## config.mk

```make
export PLATFORM = sky130hd
export DESIGN_NAME = mptw_mem_arbiter
export DESIGN_NICKNAME = d
export VERILOG_FILES = /design/src/rtl/mpt_pkg.sv /design/src/rtl/mptw_arb_id_fifo.sv /design/src/rtl/mptw_mem_arbiter.sv
export SDC_FILE = /design/constraint.sdc
export NUM_CORES = 1
export LEC_CHECK = 0
export ABC_AREA = 1
export CAP_MARGIN = 30
export CORE_AREA = 2 2 403 405
export DETAILED_ROUTE_END_ITERATION = 6
export DIE_AREA = 0 0 405 407
export PLACE_DENSITY = 0.36
export SYNTH_ARGS = -nofsm -noshare
export SYNTH_HDL_FRONTEND = slang
export SYNTH_HIERARCHICAL = 1
export SYNTH_SLANG_ARGS = --single-unit
```

## constraint.sdc

```tcl
create_clock -name clk_i -period 2.8 [get_ports clk_i]
set_input_delay 0.42 -clock clk_i [delete_from_list [all_inputs] [get_ports clk_i]]
set_output_delay 0.42 -clock clk_i [all_outputs]
set_load 0.01 [all_outputs]
```

## src/rtl/mpt_pkg.sv

```systemverilog
`default_nettype none
// ============================================================================
// Module      : mpt_pkg
// Description : Shared types and constants for the MPT walker memory arbiter.
//               Holds the arbiter requester-ID type, the PLB port index, the
//               lock state encoding and an ID-width helper.
// Revision    : 1.0 - initial release
// ============================================================================
package mpt_pkg;

  // Default walker configuration: PLB port plus three walking stages.
  localparam int MPTW_NUM_PORTS = 4;

  // The PLB lookup port always sits at requester index 0.
  localparam int MPTW_PLB_PORT = 0;

  // Requester-ID width. It is never narrower than one bit, so a single-port
  // build still has a legal vector type.
  function automatic int arb_id_width(input int num_ports);
    return (num_ports > 1) ? $clog2(num_ports) : 1;
  endfunction

  typedef logic [arb_id_width(MPTW_NUM_PORTS)-1:0] mptw_arb_id_t;

  // IDLE arbitrates each cycle. HELD pins the port that is waiting on m_mem_gnt.
  typedef enum logic [0:0] {
    LOCK_IDLE = 1'b0,
    LOCK_HELD = 1'b1
  } lock_state_e;

endpackage : mpt_pkg
`default_nettype wire

```

## src/rtl/mptw_arb_id_fifo.sv

```systemverilog
`default_nettype none
// ============================================================================
// Module      : mptw_arb_id_fifo
// Description : Synchronous FIFO of requester IDs. It records which port owns
//               each in-flight memory transaction.
// Ports       : clk_i, rst_i     - clock, asynchronous active-high reset
//               push, push_id    - enqueue an ID (ignored when full)
//               pop              - dequeue the head (ignored when empty)
//               head             - oldest stored ID (registered storage)
//               count            - number of stored IDs
//               full, empty      - occupancy flags
// Revision    : 1.0 - initial release
// ============================================================================
module mptw_arb_id_fifo #(
  parameter int DEPTH = 4,
  parameter int ID_W  = 2,
  parameter int CNT_W = $clog2(DEPTH + 1)
) (
  input  logic             clk_i,
  input  logic             rst_i,
  input  logic             push,
  input  logic [ID_W-1:0]  push_id,
  input  logic             pop,
  output logic [ID_W-1:0]  head,
  output logic [CNT_W-1:0] count,
  output logic             full,
  output logic             empty
);

  localparam int PTR_W = (DEPTH > 1) ? $clog2(DEPTH) : 1;

  logic [ID_W-1:0]  mem [DEPTH];
  logic [PTR_W-1:0] wr_ptr;
  logic [PTR_W-1:0] rd_ptr;
  logic             do_push;
  logic             do_pop;

  assign full    = (count == CNT_W'(DEPTH));
  assign empty   = (count == '0);
  assign do_push = push & ~full;
  assign do_pop  = pop & ~empty;
  assign head    = mem[rd_ptr];

  // DEPTH need not be a power of two, so the pointers wrap explicitly.
  function automatic logic [PTR_W-1:0] ptr_inc(input logic [PTR_W-1:0] p);
    return (p == PTR_W'(DEPTH - 1)) ? '0 : p + 1'b1;
  endfunction

  always_ff @(posedge clk_i) begin
    if (do_push) begin
      mem[wr_ptr] <= push_id;
    end
  end

  always_ff @(posedge clk_i or posedge rst_i) begin
    if (rst_i) begin
      wr_ptr <= '0;
      rd_ptr <= '0;
      count  <= '0;
    end else begin
      if (do_push) begin
        wr_ptr <= ptr_inc(wr_ptr);
      end
      if (do_pop) begin
        rd_ptr <= ptr_inc(rd_ptr);
      end
      case ({do_push, do_pop})
        2'b10:   count <= count + 1'b1;
        2'b01:   count <= count - 1'b1;
        default: count <= count;
      endcase
    end
  end

endmodule : mptw_arb_id_fifo
`default_nettype wire

```

## src/rtl/mptw_mem_arbiter.sv

```systemverilog
`default_nettype none
// ============================================================================
// Module      : mptw_mem_arbiter
// Description : Round-robin arbiter that shares one memory slave port among
//               the PLB lookup port (index 0) and the walking-stage ports.
//               A port that is offered but not granted stays locked until
//               m_mem_gnt. The ID of each granted transaction is queued so
//               that in-order responses return to the port that issued them.
// Ports       : clk_i, rst_i          - clock, asynchronous active-high reset
//               s_mem_*               - per-requester request/response ports
//               m_mem_*               - downstream memory port
//               outstanding_o         - in-flight transaction count
//               protocol_error_o      - sticky: response with nothing pending
// Revision    : 1.0 - initial release
// ============================================================================
module mptw_mem_arbiter
  import mpt_pkg::*;
#(
  parameter int NUM_PORTS       = 4,
  parameter int DATA_WIDTH      = 64,
  parameter int ADDR_WIDTH      = 64,
  parameter int MAX_OUTSTANDING = 4
) (
  input  logic                                  clk_i,
  input  logic                                  rst_i,
  input  logic [NUM_PORTS-1:0]                  s_mem_req,
  output logic [NUM_PORTS-1:0]                  s_mem_gnt,
  output logic [NUM_PORTS-1:0]                  s_mem_valid,
  input  logic [NUM_PORTS-1:0][ADDR_WIDTH-1:0]  s_mem_addr,
  input  logic [NUM_PORTS-1:0][DATA_WIDTH-1:0]  s_mem_wdata,
  input  logic [NUM_PORTS-1:0]                  s_mem_we,
  input  logic [NUM_PORTS-1:0][DATA_WIDTH/8-1:0] s_mem_be,
  output logic [NUM_PORTS-1:0][DATA_WIDTH-1:0]  s_mem_rdata,
  output logic [NUM_PORTS-1:0]                  s_mem_error,
  output logic                                  m_mem_req,
  input  logic                                  m_mem_gnt,
  input  logic                                  m_mem_valid,
  output logic [ADDR_WIDTH-1:0]                 m_mem_addr,
  output logic [DATA_WIDTH-1:0]                 m_mem_wdata,
  output logic                                  m_mem_we,
  output logic [DATA_WIDTH/8-1:0]               m_mem_be,
  input  logic [DATA_WIDTH-1:0]                 m_mem_rdata,
  input  logic                                  m_mem_error,
  output logic [$clog2(MAX_OUTSTANDING+1)-1:0]  outstanding_o,
  output logic                                  protocol_error_o
);

  localparam int ID_W  = arb_id_width(NUM_PORTS);
  localparam int CNT_W = $clog2(MAX_OUTSTANDING + 1);

  lock_state_e     lock_state;
  logic [ID_W-1:0] lock_id;
  logic [ID_W-1:0] rr_ptr;

  logic            sel_found;
  logic [ID_W-1:0] sel_id;
  logic [ID_W-1:0] cur_id;
  logic            grant_done;
  logic            resp_pop;
  logic            resp_orphan;

  logic [ID_W-1:0]  fifo_head;
  logic [CNT_W-1:0] fifo_count;
  logic             fifo_full;
  logic             fifo_empty;

  // Round-robin search. The first requester at or after rr_ptr wins.
  always_comb begin
    int              idx;
    logic [ID_W-1:0] cand;
    sel_found = 1'b0;
    sel_id    = '0;
    idx       = 0;
    cand      = '0;
    for (int k = 0; k < NUM_PORTS; k++) begin
      idx = int'(rr_ptr) + k;
      if (idx >= NUM_PORTS) begin
        idx = idx - NUM_PORTS;
      end
      cand = ID_W'(idx);
      if (!sel_found && s_mem_req[cand]) begin
        sel_found = 1'b1;
        sel_id    = cand;
      end
    end
  end

  // A locked port keeps the downstream request even if the FIFO has since
  // filled. The occupancy check only gates new offers made from IDLE.
  // A held transaction cannot have pushed, so the count cannot overflow.
  always_comb begin
    cur_id    = sel_id;
    m_mem_req = 1'b0;
    if (lock_state == LOCK_HELD) begin
      cur_id    = lock_id;
      m_mem_req = 1'b1;
    end else begin
      m_mem_req = sel_found & ~fifo_full;
    end
  end

  assign m_mem_addr  = s_mem_addr[cur_id];
  assign m_mem_wdata = s_mem_wdata[cur_id];
  assign m_mem_we    = s_mem_we[cur_id];
  assign m_mem_be    = s_mem_be[cur_id];

  assign grant_done  = m_mem_req & m_mem_gnt;
  assign resp_pop    = m_mem_valid & ~fifo_empty;
  assign resp_orphan = m_mem_valid & fifo_empty;

  always_comb begin
    s_mem_gnt   = '0;
    s_mem_valid = '0;
    s_mem_error = '0;
    if (grant_done) begin
      s_mem_gnt[cur_id] = 1'b1;
    end
    if (resp_pop) begin
      s_mem_valid[fifo_head] = 1'b1;
      s_mem_error[fifo_head] = m_mem_error;
    end
  end

  for (genvar p = 0; p < NUM_PORTS; p++) begin : g_rdata
    assign s_mem_rdata[p] = m_mem_rdata;
  end

  always_ff @(posedge clk_i or posedge rst_i) begin
    if (rst_i) begin
      lock_state       <= LOCK_IDLE;
      lock_id          <= '0;
      rr_ptr           <= ID_W'(MPTW_PLB_PORT);
      protocol_error_o <= 1'b0;
    end else begin
      case (lock_state)
        LOCK_IDLE: begin
          if (m_mem_req && !m_mem_gnt) begin
            lock_state <= LOCK_HELD;
            lock_id    <= sel_id;
          end
        end
        LOCK_HELD: begin
          if (m_mem_gnt) begin
            lock_state <= LOCK_IDLE;
          end
        end
        default: lock_state <= LOCK_IDLE;
      endcase
      if (grant_done) begin
        rr_ptr <= (cur_id == ID_W'(NUM_PORTS - 1)) ? '0 : cur_id + 1'b1;
      end
      if (resp_orphan) begin
        protocol_error_o <= 1'b1;
      end
    end
  end

  mptw_arb_id_fifo #(
    .DEPTH (MAX_OUTSTANDING),
    .ID_W  (ID_W),
    .CNT_W (CNT_W)
  ) u_id_fifo (
    .clk_i   (clk_i),
    .rst_i   (rst_i),
    .push    (grant_done),
    .push_id (cur_id),
    .pop     (resp_pop),
    .head    (fifo_head),
    .count   (fifo_count),
    .full    (fifo_full),
    .empty   (fifo_empty)
  );

  assign outstanding_o = fifo_count;

endmodule : mptw_mem_arbiter
`default_nettype wire

```

==> flow_summary_export.csv <==
group,metric,value,unit
outcome,status,"finished, violations left",
outcome,violations,"negative setup slack",
die,dieArea,164800,um^2
hold_path,hold_path.class,"in2async",
power,power.density,1438,nW/um^2
finish,seq_area,568.0,um^2
route,first_iter_violations,667,
critical_path,rr_endpoint,"u_id_fifo/count[2]",
synthesis,syn_nets,2575,
finish,stdcell_area,20630,um^2
power,sw_frac_of_total,52.69,%
finish,area_delta_synth_final,113.0,%
grt,grt_usage,10.83,%
power,internal_power,14.04,mW
clock_network,clk_path_buf_depth,2,
clock_network,htreeDepth,1,
route,drt_first_pass_iters,7,
route,post_drt_wl_per_cell,20.37,um
critical_path,crit_required,2.38,ns
grt,grt-ovfl-total,0,
clock_network,numCtsBuffers,3,
placement,gp_congestion,0.8950,
synthesis,synth-warning-count,6,
critical_path,cpMostUsedCell,"nand2_1",
grt,grt_pass1_wl,122.0,mm
placement,io_buffers,710,
clock_network,clock_latency,0.26,ns
placement,hpwl,79.07,mm
grt,antenna_found_initial,36,
synthesis,synth.distinct_cells,30,
finish,n_fill_cell,18811,
critical_path,max_stage_delay,0.46,ns
clock_network,hold_buffers,0,
critical_path,r2r_cells,20,
synthesis,synth_area_per_cell,4.979,um^2
timing,setup_viol,142,
critical_path,cpMaxStageDelayCell,"dfrtp_2",
power,p_seq_share,2.1,%
die,initial_utilization,6.048,%
timing,postLayoutSetupSlackWorst,-0.4420,ns
timing,finalCritPeriodShare,115.8,%
critical_path,path_class,"reg2out",
route,wl,95.33,mm
synthesis,ys_seq_area_share,5.837,%
critical_path,crit_path_end_kind,"output port",
route,ant_nets,0,
synthesis,ys_seq_elements,21,
synthesis,netlist.area_leader.share,28.90,%
critical_path,r2r_setup_slack,-0.04,ns
clock_network,cts_tree,"built",
timing,rsz0062_at_grt,"yes",
power,clockPowerShare,1.1,%
power,ir_worst_vdd,526.6,uV
synthesis,synth.area.top_cells,"nand2_1 (29%), buf_4 (22%), nand3_1 (22%)",
route,vias,13992,
power,p_leak,10.05,nW
run,max_cap_viol_count,0,
timing,finalCriticalPeriod,3.242,ns
clock_network,cts_root_buf,"clkbuf_16",
die,core_region_area,160200,um^2
die,placementRows,147,
finish,final_cell_mix,"nand2_1 (637), clkdlybuf4s50_1 (564), nand3_1 (379)",
finish,finalNetCount,3149,
power,p_comb_share,96.9,%
synthesis,yosys.area.top_type,"nand2_1",
finish,multi_input_area,6027,um^2
finish,final_common_cell,"nand2_1",
critical_path,start_kind,"flip-flop",
die,die_x,405,um
die,io-pin-count,1031,
critical_path,arrival,2.82,ns
timing,skew,0.005490,ns
synthesis,syn_inst,1946,
timing,slew_headroom,75.23,%
synthesis,synth_area,9689,um^2
timing,slew_viol_final,0,
timing,worst_pin_slew,0.3711,ns
clock_network,clk_pin_slew_worst_paths,0.07,ns
placement,post_dp_cell_area,18580,um^2
route,vias_per_cell,2.989,
timing,max_freq,308.5,MHz
finish,final_util,12.88,%
grt,grt_pass1_vias,13851,
critical_path,crit_chain,"inv_2, nand2_1, nand2_2, nand2_1, nand2_1, nor2_1, nor2_2, nand2_4, nand3_4, buf_12, nand2_8, buf_16, buf_12, buf_4, nand2_1, buf_6, nand3_1, nand2_1, buf_6, buf_12",
grt,grt_start_max_net_pins,34,
finish,layout-drive-gt1-share,22.27,%
critical_path,r2r-start,"rr_ptr[0]",
timing,setup_tns,-41.03,ns
clock_network,clock_sinks,21,
route,drc,0,
power,p_sw,15.63,mW
timing,hold_violations,0,
critical_path,path_max_fanout,7,
die,chipHeight,407,um
==> registers in the layout, summed over array words and instances, names as in the netlist <==
name	count
u_id_fifo/wr_ptr	2
lock_state	1
u_id_fifo/count	3
lock_id	2
protocol_error_o	1
u_id_fifo/rd_ptr	2
u_id_fifo/mem	8
rr_ptr	2
==> routing by layer <==
layer / GRT usage (%) / vias up / part of all wire (%)
met4: 2.180 / 18 / 2.8
met5: 0.3866 / - / 0.19
li1: - / 6819 / -
met1: 13.10 / 6285 / 41
met2: 17.92 / 729 / 46
met3: 4.395 / 141 / 10
==> kinds of logic (layout without fill, tap and decap cells) <==
logic type      after synthesis  in the layout  synth area share [%]
other cells                   0              2                     0
compound gates               14             14                0.8781
simple gates               1207           1207                 53.41
flops                        21             21                 5.837
xor+xnor                      1              1               0.09041
fa+ha+maj                     8              8                 1.111
buf+inv                     695           1268                 38.68
==> Yosys cell counts (all sizes together) <==
library cell  count
inv             317
a21boi            1
nand3           426
xnor2             1
buf             341
nand3b            1
clkbuf           37
nor3              5
ha                7
fa                1
nand2           756
o211ai            4
nor2             13
nand4             2
o21ai             6
a21oi             2
a21o              1
nor4              4
dfrtp            13
edfxtp            8
==> worst max-delay path, delay by kind of cell (launching register included) <==
| kind | cells | cell delay [ns] |
|---|---|---|
| buf+inv | 8 | 1.08 |
| simple gates | 12 | 1.01 |
| flops | 1 | 0.46 |
==> repair_timing <==
item | CTS | global route
gates cloned | 18 | 3
gates resized for setup | 440 | 294
endpoints found under the hold margin | 0 | 0
endpoints found under the setup margin | 142 | 143
setup buffers | 47 | 22
pin swaps | 22 | 25
==> through the flow <==
step	setup slack [ns]	instances	hold WS, ns	total power, mW
after floorplan	0.1221	1946	0.2110	10.86
after global placement	-0.9672	4591	0.4662	24.70
after detailed placement	-0.9473	4591	0.4633	24.61
after CTS	-0.5005	4656	0.4591	29.03
after global routing	-0.5560	4680	0.4847	32.20
final	-0.4420	4681	0.4510	29.67
==> how the worst max path moves through the flow <==
stage / start / depth (start not counted) / slack [ns] / to
6_report: rr_ptr[0] / 20 / -0.44 / m_mem_addr[22]
5_1_grt: rr_ptr[0] / 20 / -0.56 / m_mem_addr[22]
4_1_cts: rr_ptr[0] / 19 / -0.50 / m_mem_addr[22]
3_5_place_dp: s_mem_req[1] / 16 / -0.95 / m_mem_addr[16]
3_3_place_gp: s_mem_req[3] / 17 / -0.97 / m_mem_addr[2]
2_1_floorplan: rr_ptr[0] / 19 / 0.12 / u_id_fifo/count[2]
==> power by group through the flow <==
stage,registers [mW],clock network (mW),logic [mW]
6_report,0.612,0.313,28.7
5_1_grt,0.630,0.333,31.2
4_1_cts,0.607,0.320,28.1
3_5_place_dp,0.601,0,24.0
3_3_place_gp,0.603,0,24.1
2_1_floorplan,0.567,0,10.3
==> layout make-up <==
cell class	instances	area share, %
repair inverters	1	0.03638
inverters	317	5.857
repair buffers	946	48.64
diodes	2	0.02425
clock buffers	3	0.3638
well taps	2160	13.10
flip-flops and latches	21	2.753
clock inverters	1	0.02425
multi-input cells	1230	29.21
Note: power is estimated with default switching activity, not from simulation.
